==> src/rtl/flippy_pkg.sv <==
// Shared encodings and constants for the serial score-to-BCD converter.
package flippy_pkg;

    typedef enum logic [1:0] {
        IDLE  = 2'd0,
        SHIFT = 2'd1,
        DONE  = 2'd2
    } state_t;

    localparam int BCD_DIGIT_W = 4;
    localparam logic [BCD_DIGIT_W-1:0] ADD3_THRESHOLD = 4'd5;

endpackage

==> src/rtl/bcd_add3_digit.sv <==
// One double-dabble correction cell: adds 3 to a BCD digit that is 5 or more.
module bcd_add3_digit
    import flippy_pkg::*;
(
    input  logic [BCD_DIGIT_W-1:0] digit,
    output logic [BCD_DIGIT_W-1:0] adjusted
);

    // A digit of at most 9 becomes at most 12, so the 4-bit sum cannot wrap.
    always_comb begin
        adjusted = digit;
        if (digit >= ADD3_THRESHOLD)
            adjusted = digit + BCD_DIGIT_W'(3);
    end

endmodule

==> src/rtl/score_bcd_serial.sv <==
// Multi-cycle double-dabble conversion of the binary score into held BCD digits
// with a leading-zero blank mask for the seven-segment drivers.
module score_bcd_serial
    import flippy_pkg::*;
#(
    parameter int WIDTH  = 8,
    parameter int DIGITS = 3
) (
    input  logic                          clock,
    input  logic                          reset_signal,
    input  logic [WIDTH-1:0]              score,
    input  logic                          start,
    output logic [BCD_DIGIT_W*DIGITS-1:0] bcd,
    output logic [DIGITS-1:0]             blank,
    output logic                          busy,
    output logic                          done
);

    localparam int BCD_W = BCD_DIGIT_W * DIGITS;
    localparam int CNT_W = $clog2(WIDTH + 1);

    // Digit i is blank when it and every more significant digit are zero;
    // the ones digit always shows.
    function automatic logic [DIGITS-1:0] blank_mask(input logic [BCD_W-1:0] digits);
        logic [DIGITS-1:0] mask;
        logic              zero_above;
        mask       = '0;
        zero_above = 1'b1;
        for (int i = DIGITS - 1; i > 0; i--) begin
            zero_above = zero_above & (digits[i*BCD_DIGIT_W +: BCD_DIGIT_W] == '0);
            mask[i]    = zero_above;
        end
        return mask;
    endfunction

    localparam logic [DIGITS-1:0] BLANK_ZERO = blank_mask('0);

    state_t             state;
    state_t             state_next;
    logic [WIDTH-1:0]   last_score;
    logic [WIDTH-1:0]   bin_sr;
    logic [BCD_W-1:0]   scratch;
    logic [BCD_W-1:0]   scratch_adj;
    logic [CNT_W-1:0]   count;
    logic               trigger;

    for (genvar d = 0; d < DIGITS; d++) begin : g_add3
        bcd_add3_digit u_add3 (
            .digit    (scratch[d*BCD_DIGIT_W +: BCD_DIGIT_W]),
            .adjusted (scratch_adj[d*BCD_DIGIT_W +: BCD_DIGIT_W])
        );
    end

    always_comb begin
        trigger    = start | (score != last_score);
        state_next = state;
        case (state)
            IDLE:    if (trigger) state_next = SHIFT;
            SHIFT:   if (count == CNT_W'(1)) state_next = DONE;
            DONE:    state_next = IDLE;
            default: state_next = IDLE;
        endcase
    end

    // Control and visible outputs: cleared immediately by reset, so an aborted
    // conversion never produces a done pulse.
    always_ff @(posedge clock or posedge reset_signal) begin
        if (reset_signal) begin
            state      <= IDLE;
            last_score <= '0;
            count      <= '0;
            busy       <= 1'b0;
            done       <= 1'b0;
            bcd        <= '0;
            blank      <= BLANK_ZERO;
        end else begin
            state <= state_next;
            busy  <= (state_next != IDLE);
            done  <= (state == DONE);
            if (state == IDLE && trigger) begin
                last_score <= score;
                count      <= CNT_W'(WIDTH);
            end else if (state == SHIFT) begin
                count <= count - CNT_W'(1);
            end
            if (state == DONE) begin
                bcd   <= scratch;
                blank <= blank_mask(scratch);
            end
        end
    end

    // Conversion datapath: only meaningful between capture and DONE, so no reset.
    always_ff @(posedge clock) begin
        if (state == IDLE && trigger) begin
            bin_sr  <= score;
            scratch <= '0;
        end else if (state == SHIFT) begin
            {scratch, bin_sr} <= {scratch_adj, bin_sr} << 1;
        end
    end

endmodule

==> config.mk <==
export PLATFORM = sky130hd
export DESIGN_NAME = score_bcd_serial
export DESIGN_NICKNAME = d
export VERILOG_FILES = /design/src/rtl/flippy_pkg.sv /design/src/rtl/bcd_add3_digit.sv /design/src/rtl/score_bcd_serial.sv
export SDC_FILE = /design/constraint.sdc
export NUM_CORES = 1
export LEC_CHECK = 0
export BUFFER_PORTS_ARGS = -buffer_cell sky130_fd_sc_hd__clkbuf_2
export CORE_MARGIN = 2
export CORE_UTILIZATION = 51
export DETAILED_ROUTE_END_ITERATION = 8
export PLACE_DENSITY = 0.72
export SETUP_SLACK_MARGIN = 0.5
export SLEW_MARGIN = 20
export SYNTH_ARGS = -nofsm -noshare
export SYNTH_HDL_FRONTEND = slang
export SYNTH_SLANG_ARGS = --single-unit
==> constraint.sdc <==
create_clock -name clock -period 1.72 [get_ports clock]
set_input_delay 0.086 -clock clock [delete_from_list [all_inputs] [get_ports clock]]
set_output_delay 0.086 -clock clock [all_outputs]
set_load 0.02 [all_outputs]
==> results of run 1 <==
==> power groups by stage <==
stage,clock network (mW),registers (mW),logic [mW]
2_1_floorplan,0,2.21,1.46
3_3_place_gp,0,2.10,1.99
3_5_place_dp,0,2.13,2.06
4_1_cts,0.668,2.10,2.10
5_1_grt,0.714,2.19,2.40
6_report,0.648,2.11,2.15
==> cell type report <==
| cell class | count | area, um2 |
|---|---|---|
| clock buffers | 6 | 72.6 |
| clock inverters | 2 | 10.0 |
| fillers | 369 | 1660 |
| inverters | 10 | 37.5 |
| multi-input cells | 146 | 1000 |
| flip-flops and latches | 50 | 1240 |
| well taps | 52 | 65.1 |
| repair buffers | 39 | 238 |
==> worst min path at each step <==
stage,slack (ns),start,end,cells past startpoint
after floorplan,0.18,reset_signal,bcd[0],1
after global placement,0.17,reset_signal,busy,3
after detailed placement,0.17,reset_signal,busy,3
after CTS,0.07,score[1],last_score[1],2
after global routing,0.07,score[1],last_score[1],2
final,0.07,score[6],last_score[6],2
==> worst max-delay path: stages (launching register included) <==
cell	delay, ns
sky130_fd_sc_hd__dfrtp_1	0.40
sky130_fd_sc_hd__xnor2_1	0.15
sky130_fd_sc_hd__nand3_1	0.09
sky130_fd_sc_hd__o41a_1	0.45
sky130_fd_sc_hd__buf_4	0.17
sky130_fd_sc_hd__mux2_2	0.26
==> state kept, by name (all words and copies together) (netlist names) <==
name,flops
count,4
last_score,8
busy,1
bin_sr,8
state,2
done,1
scratch,12
bcd,12
blank,2
==> kinds of logic (layout without fill, tap and decap cells) <==
logic type,after synthesis,in the layout,synth area share (%)
AND/OR/NAND/NOR,71,71,14.1
buffers and inverters,19,57,4.47
multiplexers,16,16,8.05
XOR/XNOR,13,13,5.02
adder cells (fa/ha/maj),9,9,4.96
AO/OA/AOI/OAI,36,36,8.88
flip-flops,50,50,54.4
other,1,1,0.165
==> per-stage QoR <==
stage / setup TNS [ns] / cell area (um2) / cells / worst slack, ns / utilization (%)
3_3_place_gp: 0 / 2500 / 294 / 0.00333 / 57.8
4_1_cts: -0.286 / 2610 / 304 / -0.0425 / 60.4
6_report: -0.230 / 2660 / 305 / -0.0351 / 61.5
2_1_floorplan: 0 / 2290 / 215 / 0.0722 / -
5_1_grt: -1.44 / 2660 / 305 / -0.119 / 61.5
3_5_place_dp: -0.335 / 2500 / 294 / -0.0637 / 57.8
==> cell usage in the layout (no fill, tap or decap), types with 2 or more instances in the layout <==
| cell type | n |
|---|---|
| sky130_fd_sc_hd__buf_6 | 2 |
| sky130_fd_sc_hd__xor2_1 | 2 |
| sky130_fd_sc_hd__nand2b_1 | 6 |
| sky130_fd_sc_hd__o21ai_0 | 12 |
| sky130_fd_sc_hd__clkinv_2 | 2 |
| sky130_fd_sc_hd__nand3_1 | 4 |
| sky130_fd_sc_hd__edfxtp_1 | 8 |
| sky130_fd_sc_hd__nor2_1 | 9 |
| sky130_fd_sc_hd__dfxtp_1 | 11 |
| sky130_fd_sc_hd__and2_1 | 2 |
| sky130_fd_sc_hd__dfstp_2 | 2 |
| sky130_fd_sc_hd__mux2_2 | 14 |
| sky130_fd_sc_hd__nand2_1 | 40 |
| sky130_fd_sc_hd__dfrtp_1 | 27 |
| sky130_fd_sc_hd__xnor2_1 | 10 |
| sky130_fd_sc_hd__clkbuf_2 | 26 |
| sky130_fd_sc_hd__a21oi_2 | 7 |
| sky130_fd_sc_hd__o22ai_2 | 2 |
| sky130_fd_sc_hd__buf_4 | 10 |
| sky130_fd_sc_hd__a21oi_1 | 8 |
| sky130_fd_sc_hd__clkbuf_8 | 5 |
| sky130_fd_sc_hd__inv_1 | 10 |
| sky130_fd_sc_hd__o22ai_1 | 3 |
| sky130_fd_sc_hd__nor3b_1 | 3 |
| sky130_fd_sc_hd__ha_1 | 9 |
==> routing by layer <==
layer | track usage, % | part of all wire, %
met2 | 29.3 | 50
met3 | 4.84 | 2.3
met5 | 0 | 0
met1 | 23.7 | 47
met4 | 5.87 | 0.73
==> timing repair <==
| action | in CTS | in global routing |
|---|---|---|
| endpoints found under the hold margin | 28 | 0 |
| hold buffers | 1 | 0 |
| buffers inserted | 1 | 1 |
| resized for setup | 3 | 9 |
| setup endpoints to repair | 47 | 53 |
| cloned | 0 | 0 |
==> run summary, run 1 <==
Between clock sinks in the finished design, the worst skew comes to 0.0108 ns. The min-delay analysis places its worst path in the category input pin to flip-flop. The relative contribution of combinational cells to total power was 43.7%. The run gives 18.0% as the total track usage. In the synthesized netlist, the cells that appear most often are sky130_fd_sc_hd__nand2_1, sky130_fd_sc_hd__dfrtp_1, sky130_fd_sc_hd__a21oi_1. TritonCTS built the clock tree.

The final number of max-transition violations came out at 0. Total of flip-flops plus latches after synthesis: 50. The tools report the final antenna-violating net count as 0. The setup slack of the worst register-to-register path came out at -0.04 ns. The critical path start-end classification is flip-flop to flip-flop. The endpoint identified for the worst register-to-register timing path is bin_sr[1]. For the number of distinct library cells after synthesis, the log shows 33.

The highest fanout seen on the critical path works out to 3. The logs give 1,590 for the via count of the first global-routing pass and 0.570 GHz for the highest clock rate. The width of the die was 70.7 um; the initial antenna violation count was 0.

For this design the total switching power over the nets is 1.84 mW. The floorplan has 24 rows. The global-route wire length before repair came out at 7.16 mm. Measured along the y axis, the die boundary spans 70.7 um.

The max capacitance violation total was 0. Setup repair after global routing could not meet its margin everywhere. The clock insertion delay at the later pin of the skew report is 0.30 ns.

The final reports fail on negative setup slack. Startpoint type of the worst setup path: a flip-flop. The logs give 1.80 ns for the worst endpoint data arrival time and 215 for the synthesized instance count. The detailed-route wire length per cell works out to 13.4 um. The run gives 4 as the detailed-routing iteration count for the pre-antenna-repair pass. The share of flip-flops with an asynchronous set or reset came out at 60.0%.

For this run, the leading register cell type out of synthesis is sky130_fd_sc_hd__dfrtp_1. The beginning of the worst register-to-register path is last_score[0]. The ratio of cells with drive above 1 in the final layout was 30.8%. Dividing total power by cell area gives a power density of 1840 nW/um2. Required time at the worst-slack endpoint: 1.77 ns.

The run gives 28 as the top-level I/O count. The run gives 0.0734 ns as the worst hold slack. The worst-case IR drop observed on VDD is 0.000979 V.

The tools report the first-iteration detailed-routing DRC count as 89. The tools report the largest buffer count on any clock path as 2. Counting cells, the worst reg-to-reg path comes to 5.

Routability-driven placement finished with a final weighted congestion of 0.779. CTS placed an instance of sky130_fd_sc_hd__clkbuf_8 at the clock tree root. In this run, CTS created clock tree buffers numbering 5. By area the synthesized netlist is led by sky130_fd_sc_hd__dfrtp_1, sky130_fd_sc_hd__dfxtp_1, sky130_fd_sc_hd__edfxtp_1, sky130_fd_sc_hd__mux2_2, sky130_fd_sc_hd__nand2_1. In this run the static leakage power is 1.19 nW. After layout, the minimum clock period comes to 1.76 ns. The H-tree depth came out at 2.

The clock network accounts for 13.2% of the total power. The top-area cell type share of the netlist area came out at 30.9%. Setup violations remaining at the end of the flow were counted as 7.

The total of buffers placed on input and output ports was 26. The most critical setup path has its startpoint at last_score[0]. The logs give 2270 um2 for the cell area after synthesis and 5000 um2 for the overall die area.

For this configuration, the core starts out at a cell density of 52.5%. The run gives 4.91 mW as the total power after layout. Among all cell types in the netlist, the one instantiated most often is sky130_fd_sc_hd__nand2_1. Per report_power, the sequential group accounts for 43.1% of the total. Counting flops with a built-in enable in the synthesized netlist gives 8. The part of the cycle the worst path needs works out to 102%.

When the netlist entered floorplanning its net count stood at 235. The run finished, with violations left. The internal power of the cells totals 3.07 mW.

The tools report the count of antenna diodes in the layout as 0. The estimated wirelength of the detail-placed design is 2.92 mm, and the area of the core region is 4320 um2. The total clock sinks was 50. The tools report the overflow left after global routing as 0. The clock transition at the registers of the reported paths is 0.08 ns. The dominant cell type by area after synthesis is sky130_fd_sc_hd__dfrtp_1.

STA classifies the critical path endpoint as a flip-flop. Using the TritonRoute via totals, the vias-per-cell ratio works out to 5.17. The total count of hold-check failures in the final report is 0. Relative to the synthesized area, the layout overhead comes to 17.3%. The sequential cell area fraction in the yosys report was 54.4%; the post-layout worst setup margin was -0.0351 ns. In the routed design, unresolved DRC markers number 0. The routed layout has 1,577 vias. In this run the worst setup path terminates at bin_sr[1]. The largest net degree at the start of global routing was 31.

After synthesis, the mean cell area works out to 10.6 um2. Of the total power, the share spent switching nets is 37.5%. The routed design has 4.09 mm of wire. The number of nets in the layout was 272. During synthesis, Yosys emitted a total of 0 warnings.
No activity file was read; power rests on OpenSTA's default activity.
==> inputs of run 2 (changes only) <==
--- a/config.mk
+++ b/config.mk
@@ -11,6 +11,7 @@
 export DETAILED_ROUTE_END_ITERATION = 8
 export PLACE_DENSITY = 0.72
 export SETUP_SLACK_MARGIN = 0.5
+export SKIP_LAST_GASP = 1
 export SLEW_MARGIN = 20
 export SYNTH_ARGS = -nofsm -noshare
 export SYNTH_HDL_FRONTEND = slang
==> run summary, run 2 (synthesized netlist as in run 1, its figures left out) <==
The flow ran to the end, but the final reports show violations. The final reports fail on negative setup slack. The largest buffer count on any clock path is 2 (unchanged). For the clock insertion delay at the later pin of the skew report, the log shows 0.30 ns (about the same). The power density over the cells is 1850 nW/um2 (about the same), and the detailed-route wire length per cell is 13.5 um (+0.29%).

The number of standard-cell rows in the floorplan was 24 (unchanged). In this run the worst hold path is classified as input pin to flip-flop. The final estimated routing congestion in global placement is 0.779 (unchanged). The logs give 50 (unchanged) for the total clock sinks and 0.000986 V (+0.68%) for the largest voltage drop on the vdd net. The startpoint type of the worst setup path was a flip-flop.

The clock transition at the registers of the reported paths is 0.08 ns (about the same), and the highest clock rate is 0.570 GHz (unchanged). The vertical die dimension is 70.7 um (unchanged). The shortest clock period the worst path allows after layout is 1.76 ns (-0.000000100 ns), and the worst endpoint data arrival time is 1.80 ns (about the same). The detailed-route via count is 1,578 (+0.063%). In the final layout, the registers with the most flip-flops are bcd: 12 flops, scratch: 12 flops.

STA classifies the critical path endpoint as a flip-flop. The ratio of cells with drive above 1 in the final layout is 30.8% (unchanged), and the number of fill cells in the layout is 369 (unchanged). The logs give 0 (unchanged) for the initial antenna violation count and 4320 um2 (unchanged) for the area of the core region. The most frequent standard cell in the layout excluding fill and tap cells is sky130_fd_sc_hd__nand2_1. The tools report the total count of hold-check failures in the final report as 0 (unchanged). The post-layout worst setup margin was -0.0351 ns (+0.000000100 ns); the highest fanout seen on the critical path was 3 (unchanged). The number of buffers created by CTS was 5 (unchanged). The tools report the share of the core filled with cells as 61.5% (unchanged). The setup skew after layout was 0.0110 ns (+0.000156 ns). The tools report the top-level I/O count as 28 (unchanged). The part of the cycle the worst path needs is 102% (about the same), and the total of buffers placed on input and output ports is 26 (unchanged). The final number of max-transition violations is 0 (unchanged).

The run gives 4.84% (unchanged) as the met3 global-route usage. Among all stages on the critical path, the largest delay is contributed by sky130_fd_sc_hd__o41a_1. The width of the die was 70.7 um (unchanged); the detailed-routing iteration count for the pre-antenna-repair pass was 4 (unchanged). The global-route wire length before repair was 7.15 mm (about the same). The critical path start-end classification was flip-flop to flip-flop. The routing layer with the top usage in global route was met2. The post-detailed-route via-to-cell ratio is 5.17 (about the same).

The number of nets in the layout came out at 272 (unchanged). The library cells used most frequently in the layout, excluding fill and tap cells, are sky130_fd_sc_hd__nand2_1, sky130_fd_sc_hd__dfrtp_1, sky130_fd_sc_hd__clkbuf_2. The signed area change from the synthesized netlist to the final layout was 17.3% (unchanged); the first-iteration detailed-routing DRC count was 95 (+6.7%). The leakage dissipation was 1.19 nW (unchanged); the final-report setup violation count was 7 (unchanged). The logs give 0 (unchanged) for the DRC violation count after routing and 5000 um2 (unchanged) for the overall die area. The total track usage is 18.0% (unchanged), and the max capacitance violation total is 0 (unchanged). The highest cell delay on the worst timing path is 0.45 ns (about the same), and the via count of the first global-routing pass is 1,590 (unchanged). The run gives 0 (unchanged) as the overflow left after global routing.

TritonCTS built the clock tree. The run gives 0 (unchanged) as the final antenna-violating net count. Setup repair after global routing could not meet its margin everywhere. The run gives 31 (unchanged) as the largest net degree at the start of global routing. The logs give 1.77 ns (about the same) for the required time at the worst-slack endpoint and 29.3% (unchanged) for the met2 layer usage reported by global route. The fraction of met1 tracks used by global routing was 23.7% (unchanged). The logs give 4.11 mm (+0.29%) for the wire length reported by the detailed router and 52.5% (unchanged) for the starting density of the core. The post-place setup slack was -0.0637 ns (unchanged).

CTS root buffer: sky130_fd_sc_hd__clkbuf_8. The estimated wirelength of the detail-placed design was 2.92 mm (unchanged); the count of antenna diodes in the layout was 0 (unchanged). The run gives 2 (unchanged) as the H-tree depth. The signal on the critical path passes through xnor2_1 > nand3_1 > o41a_1 > buf_4 > mux2_2.
==> run 2: cell counts in the layout (fill, tap and decap cells not counted) <==
No cell type changed its count.
==> run 2: area by class of cell <==
cell class              count  area, um2  area share, %
inverters                  10       37.5           1.41
repair buffers             39        238           8.93
clock buffers               6       72.6           2.73
multi-input cells         146       1000           37.7
well taps                  52       65.1           2.44
flip-flops and latches     50       1240           46.5
clock inverters             2       10.0          0.376
==> run 2: worst paths after layout <==
kind | from | to | slack, ns | cells after the start
setup reg to reg | last_score[0] | bin_sr[1] | -0.04 | 5
max in group asynchronous | reset_signal | blank[2] | 1.01 | 4
setup / recovery | last_score[0] | bin_sr[1] | -0.04 | 5
min in group asynchronous | reset_signal | bcd[0] | 0.38 | 4
hold reg to reg | scratch[11] | bcd[11] | 0.48 | 2
hold / removal | score[6] | last_score[6] | 0.07 | 2
==> run 2: layer usage <==
| layer | wire length, um | up-vias |
|---|---|---|
| li1 | - | 792 |
| met3 | 90 | 2 |
| met4 | 30 | 0 |
| met2 | 2080 | 13 |
| met5 | 0 | - |
| met1 | 1910 | 771 |
==> run 2: worst max-delay path: cells and delay by family, from the launching register on <==
family | cells | cell delay (ns)
AOI/OAI and AO/OA | 1 | 0.45
buffers and inverters | 1 | 0.17
DFF | 1 | 0.40
xor gates and xnor gates | 1 | 0.15
and+or+nand+nor | 1 | 0.09
muxes | 1 | 0.26
==> run 2: report_power, final <==
part           leakage [nW]  total (mW)  switching (mW)  internal, mW
combinational         0.605        2.15            1.12          1.02
sequential            0.541        2.11           0.350          1.76
clock                0.0450       0.653           0.370         0.283
==> run 2: timing repair <==
item / 4_1_cts / 5_1_grt
resized for setup: 2 / 10
endpoints found under the setup margin: 47 / 53
setup buffers: 1 / 1
hold endpoints to repair: 28 / 0
hold buffers: 1 / 0
==> run 2: stage by stage <==
| step | power (mW) | hold slack [ns] | instance area (um2) | instances | setup TNS, ns |
|---|---|---|---|---|---|
| 6_report | 4.91 | 0.0736 | 2660 | 305 | -0.229 |
| 5_1_grt | 5.30 | 0.0669 | 2660 | 305 | -1.44 |
| 4_1_cts | 4.87 | 0.0676 | 2610 | 304 | -0.286 |
| 3_5_place_dp | 4.19 | 0.172 | 2500 | 294 | -0.335 |
| 3_3_place_gp | 4.09 | 0.168 | 2500 | 294 | 0 |
| 2_1_floorplan | 3.67 | 0.175 | 2290 | 215 | 0 |
